### config.mk
export PLATFORM = sky130hd
export DESIGN_NAME = result_unloader_flat
export DESIGN_NICKNAME = d
export VERILOG_FILES = /design/src/rtl/result_unloader_if.sv /design/src/rtl/result_unloader.sv /design/src/flat_wrapper.sv
export SDC_FILE = /design/constraint.sdc
export NUM_CORES = 1
export LEC_CHECK = 0
export ABC_CLOCK_PERIOD_IN_PS = 4900
export BUFFER_PORTS_ARGS = -buffer_cell sky130_fd_sc_hd__clkbuf_2
export CAP_MARGIN = 20
export CORE_ASPECT_RATIO = 0.9
export CORE_MARGIN = 5
export CORE_UTILIZATION = 52
export CTS_CLUSTER_SIZE = 16
export DETAILED_ROUTE_END_ITERATION = 8
export PLACE_DENSITY = 0.78
export SETUP_SLACK_MARGIN = 0.1
export SYNTH_ARGS = -nofsm -noshare
export SYNTH_HDL_FRONTEND = slang
export SYNTH_SLANG_ARGS = --single-unit
### constraint.sdc
create_clock -name clk -period 4.9 [get_ports clk]
set_input_delay 0.735 -clock clk [delete_from_list [all_inputs] [get_ports clk]]
set_output_delay 0.735 -clock clk [all_outputs]
set_load 0.05 [all_outputs]
### src/rtl/result_unloader_if.sv
// Result-RAM read port and output word stream of the result unloader.
// master = unloader side, slave = RAM model / stream consumer side.
interface result_unloader_if #(
  parameter int ADDR_WIDTH = 11
);
  logic [31:0]           RAM_RES_Do;
  logic                  RAM_RES_EN;
  logic [ADDR_WIDTH-1:0] RAM_RES_A;
  logic [3:0]            RAM_RES_WE;
  logic [31:0]           RAM_RES_Di;
  logic [31:0]           out_data;
  logic                  out_valid;
  logic                  out_ready;
  logic                  out_last;

  modport master (
    input  RAM_RES_Do, out_ready,
    output RAM_RES_EN, RAM_RES_A, RAM_RES_WE, RAM_RES_Di,
           out_data, out_valid, out_last
  );

  modport slave (
    output RAM_RES_Do, out_ready,
    input  RAM_RES_EN, RAM_RES_A, RAM_RES_WE, RAM_RES_Di,
           out_data, out_valid, out_last
  );
endinterface

### src/rtl/result_unloader.sv
// Streams a header (vertex count) followed by vertex_count*WORDS_PER_VERTEX
// result-RAM words through a 2-entry output FIFO with valid/ready flow control.
module result_unloader #(
  parameter int ADDR_WIDTH       = 11,
  parameter int WORDS_PER_VERTEX = 3
) (
  input  logic                clk,
  input  logic                rst,
  input  logic                start,
  input  logic [31:0]         vertex_count,
  output logic                busy,
  result_unloader_if.master   bus
);
  localparam int NW = ADDR_WIDTH + 1;
  localparam logic [NW-1:0] N_MAX = {1'b1, {ADDR_WIDTH{1'b0}}};

  typedef enum logic [1:0] {IDLE, RUN, DRAIN} state_t;

  state_t                state_reg, state_next;
  logic [31:0]           buf_data_reg [2];
  logic [1:0]            buf_last_reg;
  logic [1:0]            count_reg;
  logic                  ret_valid_reg;
  logic                  ret_last_reg;
  logic [ADDR_WIDTH-1:0] rd_addr_reg;
  logic [ADDR_WIDTH-1:0] last_a_reg;
  logic [NW-1:0]         n_reg;

  logic [33:0]           product;
  logic [NW-1:0]         n_start;
  logic                  start_accept;
  logic                  head_valid;
  logic [31:0]           head_data;
  logic                  head_last;
  logic                  transfer;
  logic [1:0]            occ;
  logic                  rd_en;
  logic                  rd_final;
  logic                  pop;
  logic                  push;
  logic [1:0]            wr_idx;

  assign product      = 34'(vertex_count) * 34'(WORDS_PER_VERTEX);
  assign n_start      = (product > 34'(N_MAX)) ? N_MAX : product[NW-1:0];
  assign start_accept = (state_reg == IDLE) && start;

  // An empty FIFO passes returning RAM data straight through so a word can
  // leave the cycle its data arrives; a stalled word lands in slot 0 unchanged.
  always_comb begin
    head_valid = 1'b0;
    head_data  = '0;
    head_last  = 1'b0;
    if (count_reg != 2'd0) begin
      head_valid = 1'b1;
      head_data  = buf_data_reg[0];
      head_last  = buf_last_reg[0];
    end else if (ret_valid_reg) begin
      head_valid = 1'b1;
      head_data  = bus.RAM_RES_Do;
      head_last  = ret_last_reg;
    end
  end

  assign transfer = head_valid && bus.out_ready;
  assign occ      = count_reg + {1'b0, ret_valid_reg};
  assign rd_final = ({1'b0, rd_addr_reg} == (n_reg - NW'(1)));
  assign pop      = transfer && (count_reg != 2'd0);
  assign push     = ret_valid_reg && !(transfer && (count_reg == 2'd0));
  assign wr_idx   = count_reg - {1'b0, pop};

  always_ff @(posedge clk) begin
    if (rst) state_reg <= IDLE;
    else     state_reg <= state_next;
  end

  always_comb begin
    state_next = state_reg;
    rd_en      = 1'b0;
    case (state_reg)
      IDLE: begin
        if (start) state_next = (n_start == '0) ? DRAIN : RUN;
      end
      RUN: begin
        // Held words plus in-flight reads never exceed the two FIFO slots.
        rd_en = (occ != 2'd2) || transfer;
        if (rd_en && rd_final) state_next = DRAIN;
      end
      DRAIN: begin
        if (transfer && head_last) state_next = IDLE;
      end
      default: state_next = IDLE;
    endcase
  end

  always_ff @(posedge clk) begin
    if (rst) begin
      count_reg     <= 2'd0;
      buf_last_reg  <= 2'b00;
      ret_valid_reg <= 1'b0;
      ret_last_reg  <= 1'b0;
      rd_addr_reg   <= '0;
      last_a_reg    <= '0;
      n_reg         <= '0;
    end else begin
      ret_valid_reg <= rd_en;
      ret_last_reg  <= rd_en && rd_final;
      if (rd_en) begin
        rd_addr_reg <= rd_addr_reg + 1'b1;
        last_a_reg  <= rd_addr_reg;
      end
      if (start_accept) begin
        n_reg           <= n_start;
        rd_addr_reg     <= '0;
        buf_data_reg[0] <= vertex_count;
        buf_last_reg[0] <= (n_start == '0);
        count_reg       <= 2'd1;
      end else begin
        if (pop) begin
          buf_data_reg[0] <= buf_data_reg[1];
          buf_last_reg[0] <= buf_last_reg[1];
        end
        if (push) begin
          buf_data_reg[wr_idx[0]] <= bus.RAM_RES_Do;
          buf_last_reg[wr_idx[0]] <= ret_last_reg;
        end
        count_reg <= count_reg + {1'b0, push} - {1'b0, pop};
      end
    end
  end

  assign bus.RAM_RES_EN = rd_en;
  assign bus.RAM_RES_A  = rd_en ? rd_addr_reg : last_a_reg;
  assign bus.RAM_RES_WE = 4'b0000;
  assign bus.RAM_RES_Di = 32'd0;
  assign bus.out_valid  = head_valid;
  assign bus.out_data   = head_data;
  assign bus.out_last   = head_valid && head_last;
  assign busy           = (state_reg != IDLE);
endmodule
### src/flat_wrapper.sv
// flat-port wrapper written by rule: the top's interface ports become plain ports
module result_unloader_flat 
#(
  parameter int ADDR_WIDTH       = 11,
  parameter int WORDS_PER_VERTEX = 3
)
  (clk, rst, start, vertex_count, busy, bus_RAM_RES_Do, bus_out_ready, bus_RAM_RES_EN, bus_RAM_RES_A, bus_RAM_RES_WE, bus_RAM_RES_Di, bus_out_data, bus_out_valid, bus_out_last);
  result_unloader_if #(.ADDR_WIDTH(ADDR_WIDTH)) bus_i ();
  input  logic clk;
  input  logic rst;
  input  logic start;
  input  logic [31:0] vertex_count;
  output logic busy;
  input wire logic [$bits(bus_i.RAM_RES_Do)-1:0] bus_RAM_RES_Do;
  input wire logic [$bits(bus_i.out_ready)-1:0] bus_out_ready;
  output wire logic [$bits(bus_i.RAM_RES_EN)-1:0] bus_RAM_RES_EN;
  output wire logic [$bits(bus_i.RAM_RES_A)-1:0] bus_RAM_RES_A;
  output wire logic [$bits(bus_i.RAM_RES_WE)-1:0] bus_RAM_RES_WE;
  output wire logic [$bits(bus_i.RAM_RES_Di)-1:0] bus_RAM_RES_Di;
  output wire logic [$bits(bus_i.out_data)-1:0] bus_out_data;
  output wire logic [$bits(bus_i.out_valid)-1:0] bus_out_valid;
  output wire logic [$bits(bus_i.out_last)-1:0] bus_out_last;
  assign bus_i.RAM_RES_Do = bus_RAM_RES_Do;
  assign bus_i.out_ready = bus_out_ready;
  assign bus_RAM_RES_EN = bus_i.RAM_RES_EN;
  assign bus_RAM_RES_A = bus_i.RAM_RES_A;
  assign bus_RAM_RES_WE = bus_i.RAM_RES_WE;
  assign bus_RAM_RES_Di = bus_i.RAM_RES_Di;
  assign bus_out_data = bus_i.out_data;
  assign bus_out_valid = bus_i.out_valid;
  assign bus_out_last = bus_i.out_last;
  result_unloader #(.ADDR_WIDTH(ADDR_WIDTH), .WORDS_PER_VERTEX(WORDS_PER_VERTEX)) u_core (.clk(clk), .rst(rst), .start(start), .vertex_count(vertex_count), .busy(busy), .bus(bus_i));
endmodule
==> flow_metrics.tcl, run 1 <==
set metrics [dict create \
    status "finished clean" \
    synth_common_cells "nand2_1, o21ai_0, edfxtp_1" \
    switchingPower_uw 1240 \
    drive_gt1_share_pct 16.2 \
    largest_reg_flops 64 \
    core_mm2 0.0153 \
    fin_area_mm2 0.00894 \
    hold_class "flop to flop" \
    start_util_pct 52.7 \
    wire_per_inst_um 16.7 \
    power.density_mw_per_mm2 325 \
    dpl.cell_count 1249 \
    seq_area_mm2 0.00276 \
    slew_viol_final 0 \
    hpwlAfterDp_um 16200 \
    globalRouteTotalUtil_pct 22.9 \
    dieHeight_um 128 \
    p_leak_uw 0.00348 \
    fp.dieW_um 141 \
    ir_drop_mv 0.294 \
    avgViaCountPerCell 5.81 \
    grt_max_degree 68 \
    crit_type "flop to output pin" \
    clk_path_buf_depth 2 \
    cap_violations 0 \
    postRouteAntennaNets 0 \
    slew_headroom_pct 42.1 \
    h-tree-depth 3 \
    drc 0 \
    synth.most_common_cell "nand2_1" \
    clock_latency_ps 360 \
    routed_wl_um 21100 \
    multi_input_area_mm2 0.00490 \
    grt_pass1_wl_um 34100 \
    netlist_top_cells_area "edfxtp_1, dfxtp_1, nand2_1, ha_1, o21ai_0" \
    pwr-share-comb_pct 38.5 \
    grt_overflow 0 \
    stdcell_count 1265 \
    portBuffers 114 \
    ys_warn_count 0 \
    cts-root-buf "clkbuf_16" \
    power_uw 2900 \
    place_congestion 1.00 \
    intPower_uw 1670 \
    synth.distinct_cells 80 \
    synth_edf_count 64 \
    p_seq_share_pct 35.2 \
    end_kind "output pin" \
    tightest_slew_ps 866 \
    grt_pass1_vias 6747 \
    period_needed_ps 3850 \
    rsz0062_at_grt "no" \
    rows 43 \
    async_flop_share_pct 0 \
    vias 7346 \
    final_core_util_pct 58.5 \
    ys.flop_type "edfxtp_1" \
    critPathLaunchType "flop" \
    antenna_found_initial 0 \
    first_pass_iters 5 \
    fin_skew_ps 11.0 \
    hold_buffers 0 \
    power.share.clock_pct 26.3 \
    cts_made_buffers 9 \
    final.fill_count 1391 \
    clock_sinks 106 \
    cts_tree "yes" \
    final.setup.tns_ps 0 \
    holdPathStages 2 \
    initialDrtViolationCount 547 \
    syn_avg_cell_area_um2 8.25 \
    hold_viol_final 0 \
    worstPathRequired_ps 4160 \
    synth.cell_area_mm2 0.00805 \
    syn2layout_area_growth_pct 11.1 \
    finalSetupViolCount 0 \
    finalCritPeriodShare_pct 78.6 \
    cts_resized 0 \
    clkTransAtPathRegs_ps 90 \
    synth_top_cell_by_area "edfxtp_1" \
    cp.arrival_ps 3120 \
    synth_top_cell_area_share_pct 23.9 \
    synth_seq_cells 106 \
    placed_cell_area_mm2 0.00863 \
    critical_path_peak_fanout 34 \
    ios 151 \
    clock.fmax_mhz 260 \
    reg2reg_depth 11 \
    nets 1166 \
    post-cts-setup-buffer-count 0 \
    die_area_mm2 0.0181 \
    yosysSeqAreaShare_pct 34.3 \
    swShare_pct 42.5 \
    diodes 0 \
    synth_cells 975 \
]
==> final cells by class <==
cell class,count,area share [%]
inverter,20,0.839
timing repair buffer,123,7.13
tap,202,2.83
clock buffer,9,2.52
multi-input combinational,798,54.8
clock inverter,7,0.993
sequential,106,30.9
==> cell families after synthesis <==
logic type | share of synthesized area, %
xor gates and xnor gates | 3.81
buffers and inverters | 6.97
adders and majority gates | 6.31
other | 0.0466
DFF | 34.3
and+or+nand+nor | 23.2
AOI/OAI and AO/OA | 20.7
muxes | 4.62
==> per-stage QoR <==
stage               worst slack, ps  hold WS [ps]
global placement               1040           477
floorplan                      1350           455
global route                    751           524
detailed placement              943           481
CTS                            1010           495
finish                         1050           496
==> cell usage in the layout (no fill, tap or decap), types with 5 or more instances in the layout <==
cell and instances:
xor2_1 14, nor2_1 55, edfxtp_1 64, nand3_1 20, o21ai_0 92, clkbuf_2 114
o2111ai_1 6, dfxtp_1 42, a21o_1 15, nand2_1 198, and2_1 18, buf_4 9
nor4_1 11, xnor2_1 21, conb_1 36, nor3b_1 5, clkbuf_16 9, o21ai_1 7
o31ai_1 5, a31oi_1 5, nand4_1 15, ha_1 39, o21ai_2 7, inv_1 19
or3_1 8, a211oi_1 5, o21a_1 7, nor3_1 25, nand3b_1 6, a21oi_1 46
o211ai_1 5, nand2b_1 6, mux2i_1 36
==> routing by layer <==
layer | share of wire [%] | GRT usage [%]
met1 | 45 | 31.9
met2 | 47 | 37.1
met3 | 7.2 | 5.07
met4 | 1.1 | 4.33
met5 | 0 | 0
==> final timing paths <==
check	endpoint	slack, ps	start
max	bus_RAM_RES_A[10]	1050	u_core.ret_valid_reg$_SDFF_PP0_
min	u_core.n_reg[9]$_SDFFE_PP0P_	500	u_core.n_reg[9]$_SDFFE_PP0P_
max reg2reg	u_core.rd_addr_reg[10]$_SDFFE_PP0P_	1820	u_core.ret_valid_reg$_SDFF_PP0_
min reg2reg	u_core.n_reg[9]$_SDFFE_PP0P_	500	u_core.n_reg[9]$_SDFFE_PP0P_
==> critical path: stages, from the launching register on <==
cell and delay, ps:
dfxtp_1 340, buf_4 250, or3_1 370, and2_1 190, nor3_1 380, nor2_1 80, nand2_1 420, inv_2 260
nand2_1 140, nand2_1 70, clkbuf_2 240
==> power groups by stage <==
stage | combinational (µW) | clock, µW | sequential, µW
final | 1120 | 763 | 1020
after global routing | 1210 | 821 | 1030
after CTS | 1120 | 783 | 1020
after detailed placement | 1110 | 0 | 1040
after global placement | 1110 | 0 | 1040
after floorplan | 871 | 0 | 1040
Power figures use the tool's default switching activity.
==> run 2, diff against run 1 <==
Settings changed: ABC_CLOCK_PERIOD_IN_PS 4900 to 3440.
Clock period 4.9 ns to 3.44 ns, I/O delays scaled along.
==> flow_metrics.tcl, run 2 (synthesis results as in run 1) <==
set metrics [dict create \
    fin_area_mm2 0.00949 \
    multi_input_area_mm2 0.00494 \
    rsz0062_at_grt "yes" \
    tightest_slew_ps 733 \
    drc 0 \
    dpl.cell_count 1315 \
    slew_viol_final 0 \
    largest_reg_flops 64 \
    fp.dieW_um 141 \
    grt_overflow 0 \
    syn2layout_area_growth_pct 17.9 \
    final_common_cell "nand2_1" \
    clock.fmax_mhz 313 \
    die_area_mm2 0.0181 \
    pre_cts_ws_ps -186 \
    hold_viol_final 0 \
    diodes 0 \
    grt_pass1_wl_um 36300 \
    cts_made_buffers 9 \
    avgViaCountPerCell 5.75 \
    cts-root-buf "clkbuf_16" \
    hold_buffers 0 \
    final_cell_mix "nand2_1, clkbuf_2, o21ai_0, buf_4, edfxtp_1" \
    hold_class "input port to flop" \
    fin_skew_ps 9.29 \
    hpwlAfterDp_um 17400 \
    dieHeight_um 128 \
    status "finished clean" \
    final.setup.tns_ps 0 \
    period_needed_ps 3200 \
    portBuffers 114 \
    first_pass_iters 5 \
    placed_cell_area_mm2 0.00913 \
    fin_ws_ps 241 \
    end_kind "flop" \
    rows 43 \
    cp.arrival_ps 3480 \
    ir_drop_mv 0.344 \
    slew_headroom_pct 50.7 \
    core_mm2 0.0153 \
    clock_sinks 106 \
    h-tree-depth 3 \
    initialDrtViolationCount 613 \
    globalRouteTotalUtil_pct 24.5 \
    clk_path_buf_depth 2 \
    grt_max_degree 65 \
    crit_type "input port to flop" \
    place_congestion 0.976 \
    ios 151 \
    clock_latency_ps 370 \
    cts_tree "yes" \
    finalCritPeriodShare_pct 93.0 \
    postRouteAntennaNets 0 \
    wire_per_inst_um 16.8 \
    nets 1233 \
    stdcell_count 1332 \
    cap_violations 0 \
    seq_area_mm2 0.00276 \
    start_util_pct 52.7 \
    final.fill_count 1342 \
    finalSetupViolCount 0 \
    routed_wl_um 22400 \
    worstPathRequired_ps 3730 \
    hold_ws_ps 355 \
    drive_gt1_share_pct 21.9 \
    power.density_mw_per_mm2 448 \
    vias 7663 \
    p_leak_uw 0.00381 \
    critical_path_peak_fanout 6 \
    grt_pass1_vias 7248 \
    clkTransAtPathRegs_ps 80 \
    critPathLaunchType "input port" \
    antenna_found_initial 0 \
]
[run 2: final cells by class]
class | instances | share of cell area [%]
clock buffers | 9 | 2.37
well taps | 202 | 2.66
repair buffers | 190 | 12.1
flip-flops and latches | 106 | 29.1
inverters | 20 | 0.791
multi-input cells | 798 | 52.1
clock inverters | 7 | 0.897
[run 2: path summary, 6_finish.rpt]
check	startpoint	end	slack (ps)	cells after the start
setup / recovery	vertex_count[0]	u_core.buf_last_reg[0]$_SDFF_PP0_	240	12
hold / removal	bus_RAM_RES_Do[23]	u_core.buf_data_reg[1][23]$_DFFE_PP_	360	1
setup reg to reg	u_core.count_reg[1]$_SDFF_PP0_	u_core.buf_data_reg[0][29]$_DFFE_PP_	550	8
hold reg to reg	u_core.state_reg[0]$_SDFFE_PP0P_	u_core.state_reg[0]$_SDFFE_PP0P_	500	2
[run 2: power by group]
group / total, µW / internal [µW] / switching (µW)
Sequential: 1460 / 1430 / 27.7
Combinational: 1730 / 511 / 1210
Clock: 1070 / 522 / 549
[run 2: timing repair]
action,in CTS,in global routing
endpoints found under the setup margin,0,23
setup buffers,0,1
gates resized for setup,0,11
[run 2: critical path: stages]
cell	delay, ps
clkbuf_2	90
ha_1	220
fa_2	350
a21o_1	200
a221oi_4	380
nor2_2	100
nor4_2	250
a311oi_1	100
or4_4	540
nor4_2	300
nand4_1	230
o22ai_1	200
[run 2: metal layers]
layer | share of wire [%] | vias up | global-route usage [%]
li1 | - | 3780 | -
met1 | 45 | 3607 | 33.5
met2 | 47 | 244 | 39.8
met3 | 6.7 | 32 | 4.63
met4 | 1.9 | 0 | 6.95
met5 | 0 | - | 0
[run 2: through the flow]
stage	utilization [%]	total power, µW
final	62.1	4250
after global routing	62.1	4470
after CTS	61.8	4260
after detailed placement	59.7	3180
after global placement	59.7	3170
after floorplan	-	2720
